==> src/rtl/led_seq_ctrl.sv <==
// LED bank sequencer: plays a stored {pattern, duration} program on a prescaled tick, heartbeat count when idle.
// led_out updates one cycle after a tick or accepted start; cfg_ready drops in RUN and writes offered then are dropped.
module led_seq_ctrl #(
  parameter int CLK_FREQ = 50000000,
  parameter int TICK_HZ  = 10,
  parameter int DEPTH    = 8,
  parameter int DUR_W    = 8,
  localparam int AW      = $clog2(DEPTH)
) (
  input  logic             sys_clk,
  input  logic             sys_rst,
  input  logic             cfg_valid,
  output logic             cfg_ready,
  input  logic [AW-1:0]    cfg_addr,
  input  logic [3:0]       cfg_pattern,
  input  logic [DUR_W-1:0] cfg_dur,
  input  logic [AW:0]      seq_len,
  input  logic             loop,
  input  logic             start,
  input  logic             stop,
  output logic             busy,
  output logic             done,
  output logic [3:0]       led_out
);

  localparam int DIV = CLK_FREQ / TICK_HZ;
  localparam int CW  = $clog2(DIV);
  localparam logic [CW-1:0]    DIV_M1  = CW'(DIV - 1);
  localparam logic [CW-1:0]    CNT_ONE = CW'(1);
  localparam logic [DUR_W-1:0] DUR_ONE = DUR_W'(1);
  localparam logic [AW:0]      DEPTH_L = (AW + 1)'(DEPTH);
  localparam logic [AW:0]      LEN_ONE = (AW + 1)'(1);
  localparam logic [AW-1:0]    IDX_ONE = AW'(1);

  localparam logic [0:0] ST_IDLE = 1'b0;
  localparam logic [0:0] ST_RUN  = 1'b1;

  logic [CW-1:0]    cnt_q, cnt_d;
  logic [0:0]       state_q, state_d;
  logic [AW-1:0]    idx_q, idx_d;
  logic [DUR_W-1:0] rem_q, rem_d;
  logic [AW:0]      len_q, len_d;
  logic             loop_q, loop_d;
  logic [3:0]       led_q, led_d;
  logic             done_q, done_d;
  logic [3:0]       pat_q [DEPTH];
  logic [3:0]       pat_d [DEPTH];
  logic [DUR_W-1:0] dur_q [DEPTH];
  logic [DUR_W-1:0] dur_d [DEPTH];

  logic          tick;
  logic          wr_fire;
  logic          start_ok;
  logic          last_step;
  logic [AW-1:0] idx_nxt;

  // A zero duration is played as a single tick.
  function automatic logic [DUR_W-1:0] eff_dur(input logic [DUR_W-1:0] d);
    return (d == '0) ? DUR_ONE : d;
  endfunction

  assign tick      = (cnt_q == DIV_M1);
  assign cfg_ready = (state_q == ST_IDLE);
  assign wr_fire   = cfg_valid && cfg_ready;
  assign start_ok  = start && !stop && (seq_len != '0);
  assign idx_nxt   = idx_q + IDX_ONE;
  assign last_step = (({1'b0, idx_q} + LEN_ONE) == len_q);

  assign busy    = (state_q == ST_RUN);
  assign done    = done_q;
  assign led_out = led_q;

  always_comb begin
    cnt_d = tick ? '0 : cnt_q + CNT_ONE;
  end

  always_comb begin
    pat_d = pat_q;
    dur_d = dur_q;
    if (wr_fire) begin
      pat_d[cfg_addr] = cfg_pattern;
      dur_d[cfg_addr] = cfg_dur;
    end
  end

  always_comb begin
    state_d = state_q;
    idx_d   = idx_q;
    rem_d   = rem_q;
    len_d   = len_q;
    loop_d  = loop_q;
    led_d   = led_q;
    done_d  = 1'b0;
    case (state_q)
      ST_IDLE: begin
        if (start_ok) begin
          len_d   = (seq_len > DEPTH_L) ? DEPTH_L : seq_len;
          loop_d  = loop;
          idx_d   = '0;
          rem_d   = eff_dur(dur_q[0]);
          led_d   = pat_q[0];
          state_d = ST_RUN;
        end else if (tick) begin
          led_d = led_q + 4'd1;
        end
      end
      ST_RUN: begin
        if (stop) begin
          state_d = ST_IDLE;
        end else if (tick) begin
          if (rem_q > DUR_ONE) begin
            rem_d = rem_q - DUR_ONE;
          end else if (!last_step) begin
            idx_d = idx_nxt;
            led_d = pat_q[idx_nxt];
            rem_d = eff_dur(dur_q[idx_nxt]);
          end else if (loop_q) begin
            idx_d = '0;
            led_d = pat_q[0];
            rem_d = eff_dur(dur_q[0]);
          end else begin
            state_d = ST_IDLE;
            done_d  = 1'b1;
          end
        end
      end
      default: state_d = ST_IDLE;
    endcase
  end

  always_ff @(posedge sys_clk) begin
    if (sys_rst) begin
      cnt_q   <= '0;
      state_q <= ST_IDLE;
      idx_q   <= '0;
      rem_q   <= '0;
      len_q   <= '0;
      loop_q  <= 1'b0;
      led_q   <= '0;
      done_q  <= 1'b0;
      for (int i = 0; i < DEPTH; i++) begin
        pat_q[i] <= '0;
        dur_q[i] <= '0;
      end
    end else begin
      cnt_q   <= cnt_d;
      state_q <= state_d;
      idx_q   <= idx_d;
      rem_q   <= rem_d;
      len_q   <= len_d;
      loop_q  <= loop_d;
      led_q   <= led_d;
      done_q  <= done_d;
      pat_q   <= pat_d;
      dur_q   <= dur_d;
    end
  end

endmodule

==> config.mk <==
export PLATFORM = sky130hd
export DESIGN_NAME = led_seq_ctrl
export DESIGN_NICKNAME = d
export VERILOG_FILES = /design/src/rtl/led_seq_ctrl.sv
export SDC_FILE = /design/constraint.sdc
export NUM_CORES = 1
export LEC_CHECK = 0
export CORE_AREA = 2 2 110 219
export DETAILED_ROUTE_END_ITERATION = 10
export DIE_AREA = 0 0 112 221
export PLACE_DENSITY = 0.59
export SYNTH_ARGS = -nofsm -noshare
export SYNTH_HDL_FRONTEND = slang
export SYNTH_SLANG_ARGS = --single-unit
==> constraint.sdc <==
create_clock -name sys_clk -period 2.2 [get_ports sys_clk]
set_input_delay 0.55 -clock sys_clk [delete_from_list [all_inputs] [get_ports sys_clk]]
set_output_delay 0.55 -clock sys_clk [all_outputs]
set_load 0.05 [all_outputs]
# == Word level (Yosys, flattened, before mapping) ==
# Cells that the tools add are included.
# W data, S select, Z words.
# classes
addsub,5
multipliers,0
n_div,0
order_cmp,5
n_eq_ne,9
shifts,0
mux,45
n_bitwise,5
n_reduce_logical,14
# ops
op,n
$mux W8,11
$bwmux W64,1
$mux W4,11
$bwmux W32,1
$bmux W8 S3,1
$demux W8 S3,1
$add A23 B1 Y23 const B,1
$eq A23 B23 Y1 const B,1
$mux W3,6
$logic_not A8 Y1,2
$pmux W8 S2,1
$bmux W4 S3,1
$demux W4 S3,1
$reduce_and A5 Y1,2
$ge A4 B4 Y1 const B,2
$gt A8 B1 Y1 const B,1
$not A3 Y4,2
$pmux W4 S2,1
$sub A8 B1 Y8 const B,1
$mux W1,7
$pmux W3 S2,1
$reduce_or A6 Y1,1
$add A3 B1 Y4 const B,1
$add A4 B1 Y4 const B,1
other kinds (17),24
# totals
regBits,141
latch_bits,0
ram_bits,0
romBits,0
input_bits,25
out_inout_bits,7
word_cells,107
n_memories,0

# == Logic depth before layout (Yosys ltp) ==
# Gate-level depths: netlist (run 1).
# depth
ltp_word,12
ltp_mapped,9
ltp_nobuf,8

# == Worst setup path after synthesis (run 1) ==
# OpenSTA, ideal clock, no wires.
# synth_timing
kind,reg2reg
startpoint,reg idx_q[0]
endpoint,reg rem_q[0]
setup_ns,0.141
arrival_time_ns,2.249
required_time_ns,2.059
path_slack_ns,-0.191
path_stages_with_launch,9
path_buffers,1
synth_period_minus_slack_ns,2.391
cell_sequence,dfxtp_1 -> ha_1 -> xnor2_1 -> buf_2 -> mux4_2 -> mux2i_1 -> nand3_1 -> o32ai_1 -> a221oi_1
# synth_between
elab_chain_cells,12
elab_cells_between_ends,16
classes_between,add/sub: 2; eq/ne: 2; mux: 9; bitwise: 1; reduce/logical: 2
# synth_lines
element,line_no,rtl
"start, declared",40,"logic [AW-1:0] idx_q, idx_d;"
"start signal, assigned",148,idx_q <= idx_d;
$add A3 B1 Y3,66,assign idx_nxt = idx_q + IDX_ONE;
$not A3 Y4 (implied by the code),116,rem_d = eff_dur(dur_q[idx_nxt]);
$bmux W8 S3,116,
$mux W8 (implied by the code) (2 in a row),116,
$logic_not A8 Y1,59,return (d == '0) ? DUR_ONE : d;
$mux W8,59,
$mux W8,113,end else if (!last_step) begin
$mux W8,111,if (rem_q > DUR_ONE) begin
$mux W8,110,end else if (tick) begin
$mux W8,108,if (stop) begin
$pmux W8 S2,94,case (state_q)
"end signal, assigned",149,rem_q <= rem_d;
"end, declared",41,"logic [DUR_W-1:0] rem_q, rem_d;"
# Parallel ways exist; a longest one is shown, timed or not. The select of a mux whose other input is x is not followed.
# A chain may end at the register's enable or synchronous reset.

# == Final worst setup path (run 1) ==
# Ends and elaborated chain as after synthesis.

==> run_results.csv, run 1 <==
group,metric,value,unit
global_routing,grt_pass1_vias,5932,
placed_design,gp_congestion,0.8723,
synthesis,yosys.cell_types.count,58,
outcome,violations,"negative setup slack",
synthesis,avgSynthCellArea,9.255,sq um
worst_setup_path,path_class,"reg2reg",
floorplan,die_h,221,um
clocking,cts.htree.levels,4,
clocking,clk_path_buf_depth,2,
min_path,min_path_cells,2,
worst_setup_path,path_delay_family,"compound AO/OA/AOI/OAI gates",
timing,fin_crit_sh,104.1,%
detailed_routing,firstDrtPassIters,5,
synthesis,synthCells,741,
worst_setup_path,crit_required,2540,ps
power,pwr-share-seq,42.6,%
global_routing,antenna_found_initial,0,
floorplan,io_pins,32,
power,switchingPower,1.687,mW
power,p_clk_share,45.1,%
detailed_routing,viasPerCell,5.094,
clocking,cts_buffers,17,
synthesis,synth_flop_cell,"dfxtp_1",
worst_setup_path,start_kind,"flop",
timing,fmax,0.4365,GHz
worst_setup_path,endpoint_kind,"flop",
clocking,cts_root_buf,"clkbuf_16",
layout,syn_to_final_growth,32.42,%
global_routing,grt_max_degree,69,
timing,finClkSkew,7.681,ps
synthesis,synth_nets,771,
synthesis,synthArstFlopShare,0,%
timing,setup_ws,-91.11,ps
worst_setup_path,crit_buf_inv,3,
placed_design,pre_cts_ws,-524.0,ps
layout,diodes,0,
timing,finalHoldViolCount,0,
floorplan,start_util,29.65,%
worst_setup_path,slowest_stage,"a221o_2",
global_routing,grt_overflow,0,
floorplan,rows,79,
power,p_int,4.555,mW
clocking,cts_tree,"built",
worst_setup_path,crit_arrival,2630,ps
placed_design,dp_hpwl,14360,um
min_path,hp-class,"in2reg",
worst_setup_path,path_depth,9,
run,cap_viol_max_count,0,
worst_setup_path,crit_chain,"ha_4, xnor2_2, o211ai_1, buf_4, nor4_4, a221o_2, buf_4, buf_4, a221oi_1",
worst_setup_path,critPathMaxStageDelay,450,ps
synthesis,ys_warn_count,0,
outcome,status,"complete, but fails checks",
worst_setup_path,path_common_cell,"buf_4",
timing,maxSlewViolCount,0,
detailed_routing,drtIter0Drc,299,
detailed_routing,wire_per_inst,17.34,um
timing,maxSlewHeadroom,67.68,%
placed_design,io_buffers,31,
power,power.static_leakage,3.492,nW
layout,drive_gt1_share,24.71,%
detailed_routing,ant_nets,0,
power,switching_share,27.03,%
floorplan,die_width,112,um
clocking,clk_latency,440,ps
layout,nets,875,
worst_setup_path,rr_worst_depth,9,
timing,setup_violations,10,
timing,period_needed,2291,ps
power,total_power,6.243,mW
global_routing,grt_pass1_wl,31280,um
clocking,path_clk_slew,60,ps
clocking,cts_hold_buf,0,
placed_design,placed_cell_area,8133,sq um
power,power_density,687.4,nW/um^2
synthesis,ys_seq_elements,141,
power,vdd_ir_drop_max,0.5718,mV
clocking,cts_sinks,141,
timing,worst_pin_slew,480.4,ps
detailed_routing,vias,5812,
layout,finalInstanceArea,9081,sq um
synthesis,syn-cell-area,6858,sq um
power,pwr-share-comb,12.3,%
floorplan,coreArea,23130,sq um
floorplan,die_area,24750,sq um
detailed_routing,drt-total-wl,19780,um
worst_setup_path,critPathMaxFanout,6,
global_routing,groute.usage.overall,16.16,%
synthesis,seq_area_frac_synth,41.16,%
timing,rsz0062_at_grt,"yes",
detailed_routing,drc_errors,0,
synthesis,synth_edf_count,0,
==> state kept, by name, indices dropped and copies added (netlist names), 3 cells and up <==
name,cells
dur_q,64
idx_q,3
pat_q,32
led_out,4
cnt_q,23
len_q,4
rem_q,8
==> power groups by stage <==
stage / clock [mW] / combinational, mW / sequential [mW]
floorplan: 0 / 0.395 / 2.73
global placement: 0 / 0.678 / 2.72
detailed placement: 0 / 0.687 / 2.72
CTS: 2.88 / 0.732 / 2.66
global route: 2.98 / 0.823 / 2.67
finish: 2.81 / 0.767 / 2.66
==> through the flow <==
step	setup TNS, ps	util [%]	hold slack [ps]	instances
final	-439.5	39.26	446.3	1141
after global routing	-1069	39.26	458.2	1141
after CTS	-744.9	38.46	439.6	1136
after detailed placement	-7041	35.16	445.4	1096
after global placement	-6643	35.16	441.2	1096
after floorplan	-14.18	-	433.1	741
==> path summary, 6_finish.rpt <==
| kind | startpoint | to | slack, ps |
|---|---|---|---|
| max | idx_q[0] | rem_q[0] | -90 |
| min | sys_rst | idx_q[1] | 450 |
| max reg2reg | idx_q[0] | rem_q[0] | -90 |
| min reg2reg | pat_q[14] | pat_q[14] | 450 |
==> worst register-to-register path, stage by stage, from the launching register on <==
cell	delay, ps
dfxtp_4	360
ha_4	360
xnor2_2	80
o211ai_1	150
buf_4	210
nor4_4	60
a221o_2	450
buf_4	160
buf_4	120
a221oi_1	260
==> what timing repair did <==
item	CTS	global route
endpoints found under the hold margin	0	0
cloned	1	0
setup buffers	7	6
resized for setup	26	32
pin swaps	7	18
setup endpoints to repair	15	16
==> per-layer routing <==
layer  vias to the layer above  wire length [um]  GRT usage [%]
met5                         -                 0              0
met4                         0               909          9.363
met3                        54               566          2.985
met2                       116             11450          31.75
met1                      2803              6856          15.06
li1                       2839                 -              -
==> final cells by class <==
type,instances,area [sq um]
repair buffers,137,1304
clock inverters,15,151.4
multi-input cells,538,3979
flip-flops and latches,141,2830
clock buffers,17,425.4
inverters,10,37.54
fillers,2307,14050
well taps,283,354.1
==> placed cells by master (no fill, tap or decap), types with 5 or more instances in the layout <==
cell type        count
nor4_1               5
and3_1               6
nor2_1             129
nor3_1              14
dfxtp_1            137
buf_6                8
o31ai_1              6
xor2_1              16
nand3b_1             9
mux2i_1             89
clkdlybuf4s50_1     24
clkbuf_16           17
mux4_2              20
nand4_1             10
inv_6                6
inv_1               10
nand3_1             17
a21oi_1             41
xnor2_1             11
nand2_1             68
buf_12              13
nor2b_1              7
buf_4               89
==> cell families after synthesis <==
| logic type | Yosys count | synth area share, % |
|---|---|---|
| flip-flops | 141 | 41.16 |
| adder cells (fa/ha/maj) | 5 | 0.9122 |
| AO/OA/AOI/OAI | 96 | 9.141 |
| multiplexers | 113 | 20.98 |
| AND/OR/NAND/NOR | 292 | 19.85 |
| XOR/XNOR | 31 | 4.069 |
| buffers and inverters | 63 | 3.886 |
==> Yosys cell counts, types with 6 or more instances <==
cell type | n | share of area (%)
nand3_1 | 18 | 1.3
buf_2 | 9 | 0.66
nor4_1 | 6 | 0.55
inv_1 | 10 | 0.55
and3_1 | 6 | 0.55
nand3b_1 | 9 | 0.99
nor2_1 | 130 | 7.1
dfxtp_1 | 141 | 41
mux2i_1 | 89 | 13
nand4_1 | 10 | 0.91
nand2_1 | 70 | 3.8
clkbuf_1 | 36 | 2.0
mux4_2 | 18 | 5.9
a21oi_1 | 43 | 3.1
xor2_1 | 16 | 2.0
nor2b_1 | 7 | 0.64
o31ai_1 | 9 | 0.99
o21ai_0 | 6 | 0.44
xnor2_1 | 14 | 1.8
nor3_1 | 15 | 1.1
Power figures use the tool's default switching activity.
==> run 2: changes to the inputs <==
Settings changed: CORE_AREA 2 2 110 219 to 10 10 118 227, DIE_AREA 0 0 112 221 to 0 0 128 237.
==> run 2 against run 1 <==
The run still ends with negative setup slack left. Worst setup slack worse by 8.3 ps. Via count is 1.3% higher. Hold slack better by 5.9 ps. Die area is 23% higher. Sequential power hardly changed. Wire length is 3.2% higher. Non-clock buffer count is 11 higher. Sequential share of layout area is 0.39 points lower. Clock skew hardly changed. First-iteration DRC count is 19% lower. Largest power group unchanged.
==> run_results.csv, run 2 (synthesis gave the netlist of run 1 again) <==
group,metric,value,unit
detailed_routing,firstDrtPassIters,5,
global_routing,antenna_found_initial,0,
min_path,worst_hold_path.endpoint,"dur_q[38]",
timing,finClkSkew,7.714,ps
detailed_routing,drc_errors,0,
worst_setup_path,crit_arrival,2650,ps
min_path,min_from,"dur_q[38]",
floorplan,start_util,29.65,%
min_path,hp-class,"reg2reg",
detailed_routing,drtIter0Drc,242,
power,power_density,691.5,nW/um^2
placed_design,gp_congestion,0.8401,
placed_design,dp_hpwl,14570,um
timing,worst_pin_slew,519.9,ps
detailed_routing,vias,5890,
clocking,path_clk_slew,70,ps
timing,fin_crit_sh,104.5,%
layout,finish.utilization,39.76,%
global_routing,groute.usage.overall,13.30,%
layout,syn_to_final_growth,34.10,%
global_routing,grt_max_degree,55,
layout,drive_gt1_share,25.81,%
layout,nets,885,
floorplan,coreArea,23130,sq um
placed_design,pre_cts_ws,-475.7,ps
worst_setup_path,endpoint_kind,"flop",
worst_setup_path,critPathMaxFanout,4,
min_path,min_path_cells,2,
floorplan,io_pins,32,
timing,rsz0062_at_grt,"yes",
layout,diodes,0,
global_routing,grt_pass1_wl,31840,um
power,total_power,6.359,mW
worst_setup_path,r2r_slack,-100,ps
layout,largest_reg_flops,64,
worst_setup_path,path_class,"reg2reg",
detailed_routing,wire_per_inst,17.74,um
worst_setup_path,reg2reg_to,"rem_q[0]",
run,cap_viol_max_count,0,
clocking,cts_tree,"built",
timing,setup_violations,8,
outcome,status,"complete, but fails checks",
layout,reg_top3,"dur_q x64, pat_q x32, cnt_q x23",
power,vdd_ir_drop_max,0.5865,mV
clocking,cts.htree.levels,4,
clocking,clk_latency,440,ps
power,power.static_leakage,3.569,nW
placed_design,io_buffers,31,
worst_setup_path,crit_required,2560,ps
floorplan,die_area,30340,sq um
worst_setup_path,cp-startpoint,"idx_q[0]",
placed_design,dp.cells,1095,
detailed_routing,ant_nets,0,
timing,maxSlewViolCount,0,
clocking,cts_sinks,141,
layout,top_register,"dur_q",
timing,period_needed,2299,ps
clocking,cts_buffers,17,
layout,final_cell_mix,"137 x dfxtp_1, 129 x nor2_1, 98 x buf_4",
outcome,violations,"negative setup slack",
timing,fmax,0.4349,GHz
clocking,clk_path_buf_depth,2,
global_routing,grt_overflow,0,
clocking,cts_hold_buf,0,
global_routing,grt_pass1_vias,5996,
timing,maxSlewHeadroom,65.02,%
worst_setup_path,worstReg2RegStart,"idx_q[0]",
floorplan,die_width,128,um
worst_setup_path,rr_worst_depth,9,
timing,setup_ws,-99.38,ps
detailed_routing,drt-total-wl,20420,um
floorplan,die_h,237,um
worst_setup_path,start_kind,"flop",
detailed_routing,viasPerCell,5.117,
floorplan,rows,79,
layout,layout_commonest_cell,"dfxtp_1",
layout,final_cells,1151,
timing,finalHoldViolCount,0,
clocking,cts_root_buf,"clkbuf_16",
run 2: changes by cell type in the layout (fill, tap and decap cells not counted), sizes merged:
cell    previous run  this run
buf              113       123
clkbuf            17        20
inv               18        16
a221o              2         1
bufinv             1         2
clkinv             4         3
run 2: power by group:
group | internal [mW] | total, mW | switching [mW]
combinational | 0.342 | 0.745 | 0.404
clock | 1.75 | 2.95 | 1.20
sequential | 2.61 | 2.66 | 0.0501
run 2: per-layer routing:
layer | vias up | routed length [um] | share of wire [%] | track usage, %
met3 | 74 | 602 | 2.9 | 2.775
met1 | 2848 | 6891 | 34 | 11.99
li1 | 2852 | - | - | -
met4 | 0 | 1241 | 6.1 | 9.904
met2 | 116 | 11680 | 57 | 24.87
met5 | - | 0 | 0 | 0
run 2: through the flow:
| stage | TNS (ps) | area [sq um] | hold WS (ps) |
|---|---|---|---|
| final | -277.5 | 9196 | 452.2 |
| after detailed placement | -6744 | 8163 | 444.7 |
| after floorplan | -14.18 | 6884 | 433.1 |
| after CTS | -221.3 | 8944 | 454.1 |
| after global routing | -1705 | 9196 | 475.5 |
| after global placement | -6824 | 8163 | 439.3 |
run 2: final cells by class:
cell class              instances  area, sq um
fillers                      2314        13930
multi-input cells             537         3955
flip-flops and latches        141         2830
repair buffers                148         1416
clock buffers                  19        452.9
well taps                     283        354.1
clock inverters                13        150.1
inverters                      10        37.54
run 2: worst max-delay path, stage by stage (launching register included):
cell      delay [ps]
dfxtp_4          370
ha_4             310
buf_12           130
buf_12           100
mux4_2           340
nor2_1           120
nand4_1          180
a211oi_2         310
o32ai_2          130
a221oi_2         230
run 2: what timing repair did:
| item | CTS | global route |
|---|---|---|
| gates resized for setup | 23 | 31 |
| setup endpoints to repair | 15 | 16 |
| gates cloned | 0 | 2 |
| buffers inserted | 9 | 13 |
| pin swaps | 14 | 19 |
run 2: how the worst max path moves through the flow:
| stage | endpoint | slack (ps) |
|---|---|---|
| CTS | rem_q[1] | -40 |
| detailed placement | led_out[1] | -480 |
| global placement | led_out[3] | -470 |
| floorplan | rem_q[0] | -10 |
| finish | rem_q[0] | -100 |
| global route | rem_q[0] | -170 |
==> run 3: changes to the inputs <==
Settings changed: ABC_AREA set to 1, CORE_AREA 10 10 118 227 to 10 10 121 232, DIE_AREA 0 0 128 237 to 0 0 131 242, GPL_ROUTABILITY_DRIVEN set to 0, PLACE_DENSITY 0.59 to not set, PLACE_DENSITY_LB_ADDON set to 0.15.
==> run 3 against run 2 <==
Synthesized area grew 4.6%. Clock skew shrank 1.3 ps. Worst setup slack gained 170 ps. Critical endpoint is now led_out[3]. Register-to-register slack gained 320 ps. The flow now finishes without violations. Non-clock buffer count shrank 68. Largest power group unchanged. Cell count grew 26%. Largest cell class unchanged. Sequential power grew 2%.
==> run_results.csv, run 3 <==
group,metric,value,unit
global_routing,busiest_layer,"met2",
power,vdd_ir_drop_max,0.5649,mV
placed_design,dp_hpwl,16210,um
timing,setup_ws,68.50,ps
placed_design,placed_cell_area,8039,sq um
layout,largest_reg_flops,64,
layout,diodes,0,
synthesis,seq_area_frac_synth,39.35,%
synthesis,yosys.area.top_type,"dfxtp_1",
timing,finalHoldViolCount,0,
worst_setup_path,critPathMaxStageDelay,810,ps
layout,reg_top3,"dur_q x64, pat_q x32, cnt_q x23",
global_routing,grt_overflow,0,
detailed_routing,wire_per_inst,15.10,um
outcome,status,"complete, no violations",
synthesis,synthCells,1064,
global_routing,groute.usage.overall,14.53,%
floorplan,die_area,31700,sq um
clocking,cts.htree.levels,4,
synthesis,synth_edf_count,0,
global_routing,grt_util_met2,27.30,%
clocking,path_clk_slew,60,ps
clocking,cts_buffers,17,
detailed_routing,drt-total-wl,21960,um
detailed_routing,vias,6714,
clocking,clk_latency,440,ps
placed_design,pre_cts_ws,-111.6,ps
synthesis,ys_seq_elements,141,
timing,period_needed,2131,ps
worst_setup_path,crit_chain,"clkdlybuf4s50_1",
synthesis,synth_area_leaders,"dfxtp_1 39%, o21ai_0 9.3%, nand2_1 8.8%",
timing,finClkSkew,6.405,ps
detailed_routing,viasPerCell,4.614,
floorplan,die_width,131,um
timing,rsz0062_at_grt,"no",
global_routing,grt_max_degree,70,
layout,final_cells,1455,
global_routing,gr-usage-met1,14.46,%
global_routing,grt_pass1_vias,6750,
layout,top_register,"dur_q",
layout,finish.utilization,35.51,%
layout,syn_to_final_growth,20.91,%
layout,drive_gt1_share,12.64,%
layout,finalInstanceArea,8673,sq um
detailed_routing,drc_errors,0,
synthesis,synthArstFlopShare,0,%
clocking,clk_path_buf_depth,2,
timing,fin_crit_sh,96.89,%
detailed_routing,drtIter0Drc,339,
clocking,cts_root_buf,"clkbuf_16",
floorplan,start_util,29.37,%
worst_setup_path,crit_buf_inv,1,
worst_setup_path,path_delay_family,"buffers and inverters",
detailed_routing,firstDrtPassIters,5,
worst_setup_path,critPathMaxFanout,2,
floorplan,io_pins,32,
global_routing,grtUsageMet3,3.155,%
timing,maxSlewViolCount,0,
worst_setup_path,path_class,"reg2out",
worst_setup_path,endpoint_kind,"primary output",
timing,maxSlewHeadroom,59.93,%
timing,worst_pin_slew,600.3,ps
synthesis,synth_top_area_share,39.35,%
placed_design,dp.cells,1421,
synthesis,synth_common_cells,"168 x nand2_1, 168 x nor2_1, 141 x dfxtp_1",
layout,final_cell_mix,"168 x nand2_1, 168 x nor2_1, 140 x dfxtp_1",
synthesis,ys_warn_count,0,
synthesis,avgSynthCellArea,6.742,sq um
floorplan,coreArea,24420,sq um
global_routing,antenna_found_initial,0,
worst_setup_path,slowest_stage,"clkdlybuf4s50_1",
min_path,hp-class,"reg2reg",
layout,nets,1141,
synthesis,syn-cell-area,7173,sq um
placed_design,io_buffers,31,
global_routing,grt_pass1_wl,35710,um
detailed_routing,ant_nets,0,
worst_setup_path,start_kind,"flop",
timing,whs,444.9,ps
clocking,cts_tree,"built",
timing,setup_violations,0,
power,power.static_leakage,3.456,nW
synthesis,synth_flop_cell,"dfxtp_1",
synthesis,yosys.cell_types.count,39,
synthesis,synth_nets,1094,
power,power_density,745.0,nW/um^2
timing,fmax,0.4692,GHz
worst_setup_path,crit_arrival,1580,ps
worst_setup_path,crit_required,1650,ps
layout,fillers,2682,
floorplan,die_h,242,um
floorplan,rows,81,
run,cap_viol_max_count,0,
clocking,cts_sinks,141,
[run 3: cell count changes after synthesis, sizes merged, moves of 8 or more]
cell    previous run  this run
a21oi             45        97
o21ai              7       144
mux4              23         0
mux2i             89         0
clkbuf            36        23
nor4               9         1
xnor2             14         4
nor2             130       183
inv               10       121
o31ai              9         0
xor2              17         8
nand3             18        84
nand2             70       179
buf               17        29
[run 3: area by class of cell]
type	instances	area, sq um	area share [%]
multi-input cells	750	3657	42.17
well taps	332	415.4	4.789
clock buffers	24	501.7	5.785
inverters	121	457.9	5.280
repair buffers	80	732.0	8.439
flip-flops and latches	141	2824	32.56
clock inverters	7	85.08	0.9810
[run 3: per-layer routing]
metal / share of wire, % / wire, um
met5: 0 / 0
met4: 3.2 / 704
met3: 3.0 / 652
met2: 56 / 12380
met1: 37 / 8230
[run 3: stage by stage]
step | total power, mW | setup TNS [ps]
6_report | 6.461 | 0
3_5_place_dp | 3.614 | -296.7
3_3_place_gp | 3.612 | -146.7
4_1_cts | 6.558 | 0
5_1_grt | 6.748 | 0
2_1_floorplan | 3.298 | 0
[run 3: power by group]
group / switching [mW] / internal, mW / leakage [nW]
Combinational: 0.532 / 0.315 / 2.01
Clock: 1.11 / 1.80 / 0.296
Sequential: 0.0550 / 2.65 / 1.15
Total: 1.70 / 4.76 / 3.46
[run 3: worst reg2reg max path, stage by stage (launching register included)]
cell and delay (ps):
dfxtp_2 380, buf_12 290, inv_1 190, buf_12 200, nand2_1 80, nand3_1 70
nand3_1 120, nand2_1 110, buf_4 140, a21oi_1 130, o21ai_0 90, a21oi_1 120
[run 3: what timing repair did]
action,CTS,global route
endpoints found under the setup margin,3,9
resized for setup,3,5
setup buffers,0,3
hold buffers,0,0
[run 3: logic make-up after synthesis]
group	after synthesis	share of synthesized area [%]
AO/OA/AOI/OAI	248	17.72
flip-flops	141	39.35
AND/OR/NAND/NOR	485	30.47
buffers and inverters	173	10.01
XOR/XNOR	12	1.570
adder cells (fa/ha/maj)	5	0.8721
[run 3: path summary, 6_finish.rpt]
check | start | to | slack, ps | cells past startpoint
worst max-delay path | led_out[3] | led_out[3] | 70 | 1
worst min-delay path | dur_q[32] | dur_q[32] | 440 | 2
worst max register to register | idx_q[0] | rem_q[3] | 220 | 11
worst min register to register | dur_q[32] | dur_q[32] | 440 | 2
